File: src/rtl/my_div_pkg.sv
// Shared definitions for the signed restoring divider: FSM encodings, default width
// and the constants that identify the single signed-overflow case.
package my_div_pkg;

    localparam int DEF_WIDTH = 32;

    localparam logic [DEF_WIDTH-1:0] MIN_INT = 32'h8000_0000;
    localparam logic [DEF_WIDTH-1:0] NEG_ONE = 32'hFFFF_FFFF;

    typedef enum logic [1:0] {
        IDLE = 2'd0,
        RUN  = 2'd1,
        FIX  = 2'd2,
        DONE = 2'd3
    } state_t;

endpackage

File: src/rtl/div_step.sv
// One restoring shift-subtract iteration on unsigned magnitudes; purely combinational.
// The partial remainder stays below the divisor, so it always fits in WIDTH bits.
module div_step
    import my_div_pkg::*;
#(
    parameter int WIDTH = DEF_WIDTH
) (
    input  logic [WIDTH-1:0] r,
    input  logic [WIDTH-1:0] q,
    input  logic [WIDTH-1:0] d,
    output logic [WIDTH-1:0] r_next,
    output logic [WIDTH-1:0] q_next
);

    logic [WIDTH:0] r_sh;
    logic [WIDTH:0] diff;

    assign r_sh = {r, q[WIDTH-1]};
    // Subtract as add-of-complement; the extra top bit is the sign of the trial result.
    assign diff = r_sh + ~{1'b0, d} + {{WIDTH{1'b0}}, 1'b1};

    assign r_next = diff[WIDTH] ? r_sh[WIDTH-1:0] : diff[WIDTH-1:0];
    assign q_next = {q[WIDTH-2:0], ~diff[WIDTH]};

endmodule

File: src/rtl/my_div.sv
// Signed multicycle divider: truncating quotient/remainder, WIDTH+2 cycles (2 on divide-by-zero).
// Starts only from IDLE; ctrl_div while busy is dropped, results hold until the next operation.
module my_div
    import my_div_pkg::*;
#(
    parameter int WIDTH = DEF_WIDTH
) (
    input  logic             clock,
    input  logic             reset_n,
    input  logic             ctrl_div,
    input  logic [WIDTH-1:0] data_operandA,
    input  logic [WIDTH-1:0] data_operandB,
    output logic [WIDTH-1:0] data_result,
    output logic [WIDTH-1:0] data_remainder,
    output logic             data_exception,
    output logic             data_resultRDY,
    output logic             busy
);

    localparam int CW = $clog2(WIDTH) + 1;
    localparam logic [CW-1:0] LAST = CW'(WIDTH - 1);

    state_t state, state_nx;

    logic [CW-1:0]    count;
    logic [WIDTH-1:0] rr, qq, dd;
    logic [WIDTH-1:0] r_next, q_next;
    logic             sign_q, sign_r, exc_pend;

    logic [WIDTH-1:0] a_abs, b_abs;
    logic             b_zero, ovf;

    assign a_abs  = data_operandA[WIDTH-1] ? -data_operandA : data_operandA;
    assign b_abs  = data_operandB[WIDTH-1] ? -data_operandB : data_operandB;
    assign b_zero = (data_operandB == '0);
    assign ovf    = data_operandA[WIDTH-1] & ~|data_operandA[WIDTH-2:0] & (&data_operandB);

    div_step #(.WIDTH(WIDTH)) u_step (
        .r      (rr),
        .q      (qq),
        .d      (dd),
        .r_next (r_next),
        .q_next (q_next)
    );

    always_ff @(posedge clock or negedge reset_n) begin
        if (!reset_n) state <= IDLE;
        else          state <= state_nx;
    end

    always_comb begin
        state_nx = state;
        case (state)
            IDLE: if (ctrl_div) state_nx = b_zero ? FIX : RUN;
            RUN:  if (count == LAST) state_nx = FIX;
            FIX:  state_nx = DONE;
            DONE: state_nx = IDLE;
            default: state_nx = IDLE;
        endcase
    end

    always_ff @(posedge clock or negedge reset_n) begin
        if (!reset_n) begin
            count          <= '0;
            rr             <= '0;
            qq             <= '0;
            dd             <= '0;
            sign_q         <= 1'b0;
            sign_r         <= 1'b0;
            exc_pend       <= 1'b0;
            data_result    <= '0;
            data_remainder <= '0;
            data_exception <= 1'b0;
        end else begin
            case (state)
                IDLE: if (ctrl_div) begin
                    count    <= '0;
                    dd       <= b_abs;
                    sign_q   <= data_operandA[WIDTH-1] ^ data_operandB[WIDTH-1];
                    sign_r   <= data_operandA[WIDTH-1];
                    exc_pend <= b_zero | ovf;
                    // On divide-by-zero, parking |A| in the remainder lets FIX restore A itself.
                    rr       <= b_zero ? a_abs : '0;
                    qq       <= b_zero ? '0 : a_abs;
                end
                RUN: begin
                    rr    <= r_next;
                    qq    <= q_next;
                    count <= count + 1'b1;
                end
                FIX: begin
                    data_result    <= sign_q ? -qq : qq;
                    data_remainder <= sign_r ? -rr : rr;
                    data_exception <= exc_pend;
                end
                default: ;
            endcase
        end
    end

    assign data_resultRDY = (state == DONE);
    assign busy           = (state != IDLE);

endmodule

File: config.mk
export PLATFORM = sky130hd
export DESIGN_NAME = my_div
export DESIGN_NICKNAME = d
export VERILOG_FILES = /design/src/rtl/my_div_pkg.sv /design/src/rtl/div_step.sv /design/src/rtl/my_div.sv
export SDC_FILE = /design/constraint.sdc
export NUM_CORES = 1
export LEC_CHECK = 0
export CORE_MARGIN = 3
export CORE_UTILIZATION = 57
export CTS_CLUSTER_SIZE = 24
export DETAILED_ROUTE_END_ITERATION = 16
export PLACE_DENSITY = 0.82
export SLEW_MARGIN = 0
export SYNTH_ARGS = -nofsm -noshare
export SYNTH_HDL_FRONTEND = slang
export SYNTH_SLANG_ARGS = --single-unit
File: constraint.sdc
create_clock -name clock -period 5.89 [get_ports clock]
set_input_delay 1.178 -clock clock [delete_from_list [all_inputs] [get_ports clock]]
set_output_delay 1.178 -clock clock [all_outputs]
set_load 0.005 [all_outputs]
* After elaboration in Yosys (flattened, before gate mapping) *
Index checks and enable logic that the tools add are counted.

word-level totals
  flip-flop bits (word level) = 172
  bits of input ports = 67

cells by class
  bitwise logic cells = 6
  add/sub/neg operators = 7
  equality and inequality tests = 6
  reduce and logical (&&, ||, !) cells = 10
  multiplexer cells = 17

operators by type and width
  kind                   count
  $mux 32                9
  $neg 32->32            4
  $pmux 32 s2            2
  $add 33x1->33 const B  1
  $add 33x33->33         1
  $not 32->33            1
  $logic_not 32->1       1
  $reduce_and 32->1      1
  $reduce_or 31->1       1
  $pmux 6 s2             1
  $pmux 2 s4             1
  $add 6x1->6 const B    1
  $eq 6x5->1 const B     1
  $mux 2                 3
  $mux 6                 1
  $reduce_and 2->1       3
  $eq 2x2->1 const B     2
  $ne 2x2->1 const B     2
  $reduce_bool 2->1      2
  $and 1x1->1            2
  $eq 2x1->1 const B     1
  $logic_not 2->1        1
  $logic_not 1->1        1
  $not 1->1              1
  other kinds (2)        2

* Longest topological paths before layout *
  depth in word-level cells = 5
  depth in mapped cells = 14

* Cells and area by module *
A second synthesis with hierarchy kept.

second synthesis, totals
  cell total of the unflattened synthesis = 1411
  area, all modules = 12218.0 µm²

by module, submodules not included
  module    instances  area each (µm²)  cells each
  my_div    1          9619.2           1074
  div_step  1          2598.7           337

* Least setup slack after synthesis *
Ideal clock, no wire load.

  kind = input port to flip-flop
  start point = input port data_operandB[0]
  end point = register rr[20]
  setup time = 0.077 ns
  data required time = 5.813 ns
  path slack = 2.142 ns
  stages on the path = 12
  arrival = 3.671 ns
  cell sequence = inv_1 -> ha_1 -> or3b_2 -> nor4_1 -> nand4_1 -> or3_1 -> clkbuf_1 -> nor2_1 -> clkbuf_1 -> and3_1 -> a21oi_1 -> o21ai_1

on the way
  word-level cells in the longest chain between the ends = 4

RTL lines
  element                 RTL line      source
  start: declaration      my_div.sv:12  input logic [WIDTH-1:0] data_operandB,
  $logic_not 32->1        my_div.sv:35  assign b_zero = (data_operandB == '0);
  $mux 32                 my_div.sv:83  rr <= b_zero ? a_abs : '0;
  $mux 32                 my_div.sv:76  IDLE: if (ctrl_div) begin
  $pmux 32 s2             my_div.sv:75  case (state)
  end signal: assignment  my_div.sv:83
  end signal: assignment  my_div.sv:87  rr <= r_next;
  end: declaration        my_div.sv:26  logic [WIDTH-1:0] rr, qq, dd;

No other way between the ends. The select of a mux whose other input is x is not followed.
A chain may end at the register's enable or synchronous reset.

* Worst setup path after layout *
  start point = input port data_operandB[0]
  end point = register rr[27]

Same word-level chain as after synthesis.

==> parameters.txt <==
Parameter                              Value

Outcome
  Run status    finished, final reports clean

Finish
  Number of filler instances in the final layout    1661
  Layout Nets    1619
  Commonest cells after routing, fill and taps aside    a21oi_1, nor2_1, dfrtp_1, clkdlybuf4s50_1, xor2_1
  Most common library cell in the layout ignoring fill and taps    a21oi_1
  Area of the multi-input gates    about 7000 µm²
  Area grow syn2layout    17.4%
  Sequential Area    4300 µm²
  Share of post-route cells with drive strength above 1    0.0493
  Number of diodes added for antenna fixing    0
  Final core utilization    0.695

Timing
  Worst Tran Pin Value    1040 ps
  Number of hold violations in the final report    0
  Worst clock skew on the final layout    just over 9 ps
  Tmin final    approximately 4300 ps
  Fmax    234 MHz
  Setup repair after global routing missed its margin    false
  Post-Route Setup TNS    0 ps
  Max-slew violations    0
  Final cycle utilization of the critical path    0.725
  Final count of negative-setup-slack endpoints    0
  Worst relative slew slack    0.309

Flow run
  Max Cap Viol    0

Yosys
  Async set-or-reset flop fraction in the synthesized netlist    1.00
  Dominant combinational cell family by area after synthesis    compound AO/OA/AOI/OAI gates
  Mux cell area share after synthesis    0.0153
  Yosys synthesis warning count    0
  Sequential-to-total area share from yosys stat    0.365
  Post-synthesis sequential element count    172
  Share of the synthesized area in compound gates (AO/OA/AOI/OAI)    0.242
  Summed instance area of the synthesized netlist    11800 µm²
  Number of standard cells after synthesis    1428
  Share of synthesized cell area in and, or, nand and nor gates    0.177
  Number of enable-type register cells in the synthesized netlist    0
  Post-synth net total    1538
  Most instantiated flip-flop cell in the synthesis netlist    dfrtp_1
  Avg Cell Area, Syn    8.25 µm²
  Xor/xnor share of the synthesized area    0.110
  Number of distinct library cells after synthesis    71
  Arithmetic-cell share of the synthesized area counting full adders, half adders and majority gates    0.0463

Detailed routing
  Total iterations of the first detailed-routing run    7
  Routed vias/inst    approximately 6.2
  Violation count after the first detailed-routing iteration    ~1100
  Wirelength, routed    33600 µm
  Routed length on met2    15900 µm
  DRC    0
  Via total after detailed routing    11100
  DR WL/cell    18.8 µm
  Top routing layer in use    met4
  Antenna Violating Nets Remaining    0
  Detailed-routed wire length on met3    about 2500 µm
  Post-route met1 wirelength    14200 µm

Power
  Total power after layout    8540 µW
  Power per standard cell area    617 nW/µm²
  Leak    slightly below 0.006 µW
  Worst vdd rail ir drop    approximately 450 µV

CTS
  Hold-fix buffer count after cts    0
  Setup fix buffers added after clock tree synthesis    0
  Clock tree root driver cell    clkbuf_16
  Maximum clock insertion buffer count    2
  Clock insertion delay at the later pin of the skew report    440 ps
  Total CTS buffers    17
  # resized after CTS    0
  H-Tree Depth    4
  Total number of clock tree sinks    172
  Worst-path clk slew    70 ps
  Clock tree from TritonCTS    done

Die
  Top-Level Pins    about 130
  Chip width    150 µm
  Die Span Y    150 µm
  FP Rows    51
  Effective utilization at floorplan    0.592
  Area enclosed by the die boundary    approximately 22000 µm²
  Area of the core    19900 µm²

Setup path
  Worst Setup Start Kind    input pin
  Worst path required time    6260 ps
  Worst reg2reg path depth    11
  Critical path class    input pin to register
  Largest incremental delay on the critical path    ~650 ps
  Worst path buffer plus inverter count    3
  Reg2Reg Launch Point    rr[0]
  Maximum fanout along the worst path    14
  CP endpoint kind    register
  Kind of cell adding the most delay to the critical path    simple AND/OR/NAND/NOR gates
  Cell repeated most along the worst path    nor2_1
  Number of cells on the critical path    12
  CP Cell Sequence    clkdlybuf4s50_1, inv_1, ha_1, or3b_2, nor4_1, nand4_1, or3_1, nor2_1, buf_4, a21oi_1, nor2_1, o221a_1
  Cell at the slowest stage of the critical path    or3_1
  Data arrival, critical path    approximately 4600 ps
  Critical path origin    data_operandB[0]

GRT
  Largest net degree at the start of global routing    approximately 70
  Wire length of the first global-routing pass    53200 µm
  Global router's overall resource usage    0.299
  Via count of the first global-routing pass    around 10000
  GRT Residual Overflow    0
  Antenna violations before repair    1

Min path
  Start point of the worst min-delay path    data_result[0]
  Classification of the worst-slack hold path    register to register
  Cell depth of the worst min-delay path    1

Placement
  Port-buffer cells    133
  Estimated wirelength of the detail-placed design    24900 µm
  Weighted congestion reported at the end of routability-driven placement    between 0.9 and 1
cells by family after synthesis:
logic type      count (synthesis)
simple gates                  444
mux                            17
compound gates                466
flops                         172
buf+inv                       138
fa+ha+maj                      43
xor+xnor                      148
report_power, final:
| part | internal, µW | switching (µW) | leakage, µW |
|---|---|---|---|
| Sequential | 1760 | 749 | 0.00197 |
| Clock | 593 | 519 | 0.000276 |
| Combinational | 2120 | 2800 | 0.00352 |
| Total | 4470 | 4060 | 0.00577 |
layout make-up:
class | count | share of cell area
Sequential cell | 172 | 0.311
Timing Repair Buffer | 147 | 0.104
Clock inverter | 14 | 0.0101
Clock buffer | 18 | 0.0310
Multi-Input combinational cell | 1118 | 0.506
Inverter | 53 | 0.0144
Tap cell | 265 | 0.0240
synth_stat cells, types with 3 or more instances:
cell	number	area, µm²
ha_1	42	526
o41ai_1	19	166
nand2_1	91	342
dfrtp_1	172	4300
or3_4	4	45.0
o22ai_1	8	50.1
o211ai_1	8	60.1
o21bai_1	4	30.0
nand3_1	15	75.1
nand4_1	18	113
xnor2_1	36	315
or2_1	3	18.8
mux2i_1	9	90.1
mux2_2	8	90.1
a211oi_1	7	52.6
a22oi_1	4	30.0
o31ai_1	38	285
buf_1	9	33.8
nor3_1	28	140
or3_1	16	100
and2_1	4	25.0
o21ai_1	37	185
nor2_1	196	736
o21ai_0	63	315
a21oi_1	198	991
a21o_1	9	67.6
xor2_1	112	981
and3_1	13	81.3
a221oi_1	26	228
inv_1	51	191
o21a_1	6	45.0
nor2b_1	9	56.3
or4_1	15	113
nand2b_1	15	93.8
clkbuf_1	75	282
a31oi_1	9	56.3
nor4_1	7	43.8
state kept, by name (all words and copies together) (netlist names):
signal / count
qq: 32
state: 2
exc_pend: 1
dd: 32
data_result: 32
data_remainder: 32
data_exception: 1
sign_r: 1
rr: 32
count: 6
sign_q: 1
final timing paths:
check / end / slack (ps)
min in group asynchronous: data_result[21] / 700
hold reg to reg: data_result[0] / 510
max in group asynchronous: dd[28] / 4000
setup reg to reg: rr[13] / 1690
hold / removal: data_result[0] / 510
setup / recovery: rr[27] / 1620
metrics by stage:
stage          hold slack [ps]  cells  area, µm²  worst slack (ps)
3_5_place_dp               495   1755      13300              1240
4_1_cts                    512   1787      13800              1670
3_3_place_gp               497   1755      13300              1340
5_1_grt                    527   1787      13800              1350
6_report                   509   1787      13800              1620
2_1_floorplan              475   1428      11800              2140
metal layers:
| layer | up-vias | track usage |
|---|---|---|
| met1 | 5198 | 0.404 |
| met2 | 476 | 0.486 |
| li1 | 5296 | - |
| met4 | 0 | 0.102 |
| met3 | 87 | 0.0566 |
| met5 | - | 0 |
Note: power is estimated with default switching activity, not from simulation.
